[src/rtl/key_select_pkg.sv]
// Shared types and constants for the pushbutton front end of the select encoder.
package key_select_pkg;

  typedef enum logic [1:0] {
    MODE_FREQ = 2'd0,
    MODE_LP   = 2'd1,
    MODE_HP   = 2'd2
  } mode_t;

  localparam logic [3:0] LP_BASE = 4'd8;
  localparam logic [3:0] HP_BASE = 4'd12;

  localparam logic [2:0] FREQ_DEF = 3'd4;
  localparam logic [1:0] LP_DEF   = 2'd1;
  localparam logic [1:0] HP_DEF   = 2'd3;

  localparam int KEY_NEXT = 0;
  localparam int KEY_PREV = 1;
  localparam int KEY_MODE = 2;
  localparam int KEY_DEF  = 3;

  localparam int NUM_KEYS = 4;

  // Downstream code: the active mode selects which stored index is sent.
  function automatic logic [3:0] encode_buttons(
    input mode_t      m,
    input logic [2:0] freq_idx,
    input logic [1:0] lp_idx,
    input logic [1:0] hp_idx
  );
    logic [3:0] code;
    case (m)
      MODE_LP: code = LP_BASE + {2'b00, lp_idx};
      MODE_HP: code = HP_BASE + {2'b00, hp_idx};
      default: code = {1'b0, freq_idx};
    endcase
    return code;
  endfunction

endpackage

[src/rtl/key_debounce.sv]
// One pushbutton channel: 2-flop synchronizer, debounce counter, and a
// single-cycle pulse when the debounced level falls (press).
module key_debounce #(
  parameter int DEBOUNCE_CYCLES = 960,
  parameter int CNT_W           = 16
) (
  input  logic clk_48,
  input  logic reset_n,
  input  logic key_n,
  output logic press_evt
);

  localparam logic [CNT_W-1:0] CNT_LAST = CNT_W'(DEBOUNCE_CYCLES - 1);

  logic             sync1_reg;
  logic             sync2_reg;
  logic             level_reg;
  logic             press_reg;
  logic [CNT_W-1:0] cnt_reg;

  always_ff @(posedge clk_48 or negedge reset_n) begin
    if (!reset_n) begin
      sync1_reg <= 1'b1;
      sync2_reg <= 1'b1;
      level_reg <= 1'b1;
      press_reg <= 1'b0;
      cnt_reg   <= '0;
    end else begin
      sync1_reg <= key_n;
      sync2_reg <= sync1_reg;
      press_reg <= 1'b0;
      if (sync2_reg == level_reg) begin
        cnt_reg <= '0;
      end else if (cnt_reg == CNT_LAST) begin
        // Stable long enough: accept the new level; only a fall is a press.
        level_reg <= sync2_reg;
        cnt_reg   <= '0;
        press_reg <= ~sync2_reg;
      end else begin
        cnt_reg <= cnt_reg + CNT_W'(1);
      end
    end
  end

  assign press_evt = press_reg;

endmodule

[src/rtl/key_select_encoder.sv]
// Debounces four board keys and steps mode/index state to drive the held
// 4-bit select code for the downstream encoder.
module key_select_encoder
  import key_select_pkg::*;
#(
  parameter int DEBOUNCE_CYCLES = 960,
  parameter int CNT_W           = 16
) (
  input  logic       clk_48,
  input  logic       reset_n,
  input  logic [3:0] key_n,
  output logic [3:0] buttons,
  output logic [1:0] mode,
  output logic       key_event
);

  logic [NUM_KEYS-1:0] press_evt;

  generate
    for (genvar gi = 0; gi < NUM_KEYS; gi++) begin : g_key
      key_debounce #(
        .DEBOUNCE_CYCLES(DEBOUNCE_CYCLES),
        .CNT_W          (CNT_W)
      ) u_debounce (
        .clk_48   (clk_48),
        .reset_n  (reset_n),
        .key_n    (key_n[gi]),
        .press_evt(press_evt[gi])
      );
    end
  endgenerate

  mode_t      mode_reg,     mode_next;
  logic [2:0] freq_idx_reg, freq_idx_next;
  logic [1:0] lp_idx_reg,   lp_idx_next;
  logic [1:0] hp_idx_reg,   hp_idx_next;
  logic [3:0] buttons_reg;
  logic       event_reg,    event_next;

  // Highest-priority press wins; simultaneous lower presses are dropped.
  // Index wraps fall out of the natural register widths.
  always_comb begin
    mode_next     = mode_reg;
    freq_idx_next = freq_idx_reg;
    lp_idx_next   = lp_idx_reg;
    hp_idx_next   = hp_idx_reg;
    event_next    = 1'b0;
    if (press_evt[KEY_DEF]) begin
      mode_next     = MODE_FREQ;
      freq_idx_next = FREQ_DEF;
      lp_idx_next   = LP_DEF;
      hp_idx_next   = HP_DEF;
      event_next    = 1'b1;
    end else if (press_evt[KEY_MODE]) begin
      case (mode_reg)
        MODE_FREQ: mode_next = MODE_LP;
        MODE_LP:   mode_next = MODE_HP;
        default:   mode_next = MODE_FREQ;
      endcase
      event_next = 1'b1;
    end else if (press_evt[KEY_PREV]) begin
      case (mode_reg)
        MODE_LP: lp_idx_next   = lp_idx_reg - 2'd1;
        MODE_HP: hp_idx_next   = hp_idx_reg - 2'd1;
        default: freq_idx_next = freq_idx_reg - 3'd1;
      endcase
      event_next = 1'b1;
    end else if (press_evt[KEY_NEXT]) begin
      case (mode_reg)
        MODE_LP: lp_idx_next   = lp_idx_reg + 2'd1;
        MODE_HP: hp_idx_next   = hp_idx_reg + 2'd1;
        default: freq_idx_next = freq_idx_reg + 3'd1;
      endcase
      event_next = 1'b1;
    end
  end

  always_ff @(posedge clk_48 or negedge reset_n) begin
    if (!reset_n) begin
      mode_reg     <= MODE_FREQ;
      freq_idx_reg <= FREQ_DEF;
      lp_idx_reg   <= LP_DEF;
      hp_idx_reg   <= HP_DEF;
      buttons_reg  <= {1'b0, FREQ_DEF};
      event_reg    <= 1'b0;
    end else begin
      mode_reg     <= mode_next;
      freq_idx_reg <= freq_idx_next;
      lp_idx_reg   <= lp_idx_next;
      hp_idx_reg   <= hp_idx_next;
      buttons_reg  <= encode_buttons(mode_next, freq_idx_next, lp_idx_next, hp_idx_next);
      event_reg    <= event_next;
    end
  end

  assign buttons   = buttons_reg;
  assign mode      = mode_reg;
  assign key_event = event_reg;

endmodule
[config.mk]
export PLATFORM = sky130hd
export DESIGN_NAME = key_select_encoder
export DESIGN_NICKNAME = d
export VERILOG_FILES = /design/src/rtl/key_select_pkg.sv /design/src/rtl/key_debounce.sv /design/src/rtl/key_select_encoder.sv
export SDC_FILE = /design/constraint.sdc
export NUM_CORES = 1
export LEC_CHECK = 0
export ABC_AREA = 1
export BUFFER_PORTS_ARGS = -buffer_cell sky130_fd_sc_hd__buf_2
export CELL_PAD_IN_SITES_DETAIL_PLACEMENT = 1
export CELL_PAD_IN_SITES_GLOBAL_PLACEMENT = 2
export CORE_UTILIZATION = 38
export DETAILED_ROUTE_END_ITERATION = 8
export GPL_ROUTABILITY_DRIVEN = 1
export PLACE_DENSITY = 0.83
export SYNTH_ARGS = -nofsm -noshare
export SYNTH_HDL_FRONTEND = slang
export SYNTH_HIERARCHICAL = 1
export SYNTH_SLANG_ARGS = --single-unit
[constraint.sdc]
create_clock -name clk_48 -period 1.8 [get_ports clk_48]
set_input_delay 0.36 -clock clk_48 [delete_from_list [all_inputs] [get_ports clk_48]]
set_output_delay 0.36 -clock clk_48 [all_outputs]
set_load 0.05 [all_outputs]
==> results.yml <==
outcome:
  outcome: "finished, final reports clean"
worst_setup_path:
  endpoint_kind: "flop"
  crit_chain: "buf_4 > ha_4 > nor2_1 > nor3_2 > ha_4 > buf_4 > nand4_1 > nand3_1"
  crit_fanout: 4
  rrSetupSlack_ns: 0.07
  reg2reg_to: "buttons[1]"
  worstReg2RegStart: "mode[0]"
  cp-start-kind: "flop"
  crit_arrival_ns: 1.97
  ff2ff_path_depth: 8
  crit_type: "flop to flop"
  cpPeakStageDelay_ns: 0.40
  required_ns: 2.03
  cp_top_family: "simple AND/OR/NAND/NOR gates"
  slowest_stage: "dfrtp_2"
  cp_num_cells: 8
  path_buf_inv: 2
floorplan:
  die-area_mm2: 0.0140
  initial_core_util_pct: 38.9
  die_h_um: 118
  core.rowCount: 42
  coreArea_mm2: 0.0132
  die_x_um: 118
  io_pins: 13
sta:
  slew_violations: 0
  worst_pin_slew_ns: 0.431
  finalHoldViolCount: 0
  max_clock_freq_mhz: 576
  tns_ns: 0
  setup_viol_count_final: 0
  slew_headroom_pct: 71.3
  fin_skew_ns: 0.00795
  period_minus_slack_ns: 1.73
  fin_crit_sh_pct: 96.4
clocking:
  clk_transition_reported_paths_ns: 0.07
  numCtsBuffers: 9
  clock-sinks: 94
  worstSkewPairLatency_ns: 0.35
  cts_root_buf: "clkbuf_16"
  cts_tree: "yes"
  clockBufferDepth: 2
  htree_levels: 3
grt:
  first_global_vias: 4397
  antenna_found_initial: 0
  track_usage_pct: 19.0
  grt_overflow: 0
  grt_pass1_wl_mm: 21.2
  grt_max_degree: 35
synth:
  yosys_warnings: 6
  syn_nets: 649
  synth-seq-cells: 94
  netlist_area_mm2: 0.00514
  synthDistinctLibCells: 26
  synthCells: 630
  yosysSeqAreaShare_pct: 46.1
  syn_area_per_cell_um2: 8.17
cells_and_area:
  multi_input_area_mm2: 0.00253
  final_cell_mix: "nand2_1 (133), nor2_1 (111), dfrtp_1 (75)"
  final_common_cell: "nand2_1"
  fillers: 1597
  drive_gt1_share_pct: 21.4
  nets: 682
  antenna_cells: 0
  fin_util_pct: 44.3
  seq_area_mm2: 0.00238
  synthToLayoutAreaGrowth_pct: 14.1
  largest_reg_flops: 64
  instances_no_fill: 844
hold_path:
  hp-start: "key_n[1]"
  hold_path_class: "input port to flop"
  whs_path_depth: 1
  holdPathEnd: "g_key[1].u_debounce/sync1_reg"
pwr:
  p_leak_uw: 0.00251
  ir_drop_uv: 391
  p_per_area_mw_per_mm2: 720
route:
  top_layer_used: "met4"
  met2WireLength_mm: 5.71
  drt-met1-wl_mm: 5.65
  wl_met3_um: 210
  ant_nets: 0
  drt_pass1_iterations: 4
  routedWlPerCell_um: 14.1
  drc: 0
  viasPerCell: 4.83
  drt_iter0_drc: 111
  vias: 4073
  wl_mm: 11.9
placed_design:
  place_inst: 821
  port_buffers: 12
  place_congestion: 0.792
  hpwl_mm: 8.94
flow_run:
  maxCapViolCount: 0
## stage by stage
step	total power (µW)	hold slack, ns	instance area, µm²	setup slack (ns)
floorplan	2280	0.0644	5150	0.0192
CTS	4310	0.0838	5790	0.0500
detailed placement	2370	0.333	5480	-0.0604
global route	4400	0.0939	5870	-0.0138
global placement	2370	0.331	5480	0.0890
finish	4230	0.0985	5870	0.0650
## metal layers
metal / GRT usage, % / vias up
met5: 0 / -
met4: 9.62 / 0
met3: 2.75 / 22
met2: 31.3 / 38
met1: 24.5 / 1970
li1: - / 2043
## timing repair
item                       in CTS  in global routing
hold endpoints to repair       20                  0
setup endpoints to repair       2                  2
resized for setup               2                 12
setup buffers                   0                  6
pin swaps                       0                  6
hold buffers                    1                  0
## how the worst max path moves through the flow
| stage | startpoint | to | slack [ns] |
|---|---|---|---|
| after global placement | mode[1] | buttons[1] | 0.09 |
| after global routing | mode[0] | buttons[0] | -0.01 |
| after CTS | mode[0] | buttons[1] | 0.05 |
| after detailed placement | mode[1] | buttons[1] | -0.06 |
| after floorplan | mode[1] | buttons[1] | 0.02 |
| final | mode[0] | buttons[1] | 0.07 |
## cells in the mapped netlist
cell type  instances  area [µm²]
inv_2             11        41.3
nor3_1            10        50.1
xor2_1            16         140
nor2_4            12         135
o21ai_2            1        8.76
o21a_1             4        30.0
inv_1             62         233
a21oi_1           16        80.1
nand4_1           20         125
nand3_2            7        70.1
o21bai_1          12        90.1
and3_1             1        6.26
xnor2_1            9        78.8
inv_4              1        6.26
nand2_1          134         503
dfstp_2           17         447
ha_1              13         163
nand3_1           39         195
xor2_2             4        65.1
nand2_2           29         181
nand3b_1           6        45.0
buf_6              1        11.3
nor2_2            11        68.8
dfrtp_1           77        1930
nor2_1           113         424
o21ai_1            4        20.0
## cells by family (layout without fill, tap and decap cells)
kind of cell,after synthesis,after routing,synth area share (%)
compound gates,37,37,4.45
xor+xnor,29,29,5.52
fa+ha+maj,13,13,3.16
buf+inv,75,113,5.67
flops,94,94,46.1
simple gates,382,382,35.1
## power breakdown
group	total, µW	internal [µW]	switching, µW
registers	2180	2150	30.3
clock network	1900	1070	829
logic	148	45.4	103
total	4230	3270	962
## worst register-to-register path: stages (launching register included)
cell	delay [ns]
dfrtp_2	0.40
buf_4	0.14
ha_4	0.14
nor2_1	0.05
nor3_2	0.31
ha_4	0.28
buf_4	0.14
nand4_1	0.08
nand3_1	0.09
## cell type report
cell class                 count  share of cell area [%]
multi-input combinational    461                    43.2
sequential                    94                    40.5
inverter                      74                    4.82
clock buffer                  11                    3.97
tap                          176                    3.75
timing repair buffer          23                    2.94
clock inverter                 5                   0.853
No activity file was read; power rests on OpenSTA's default activity.
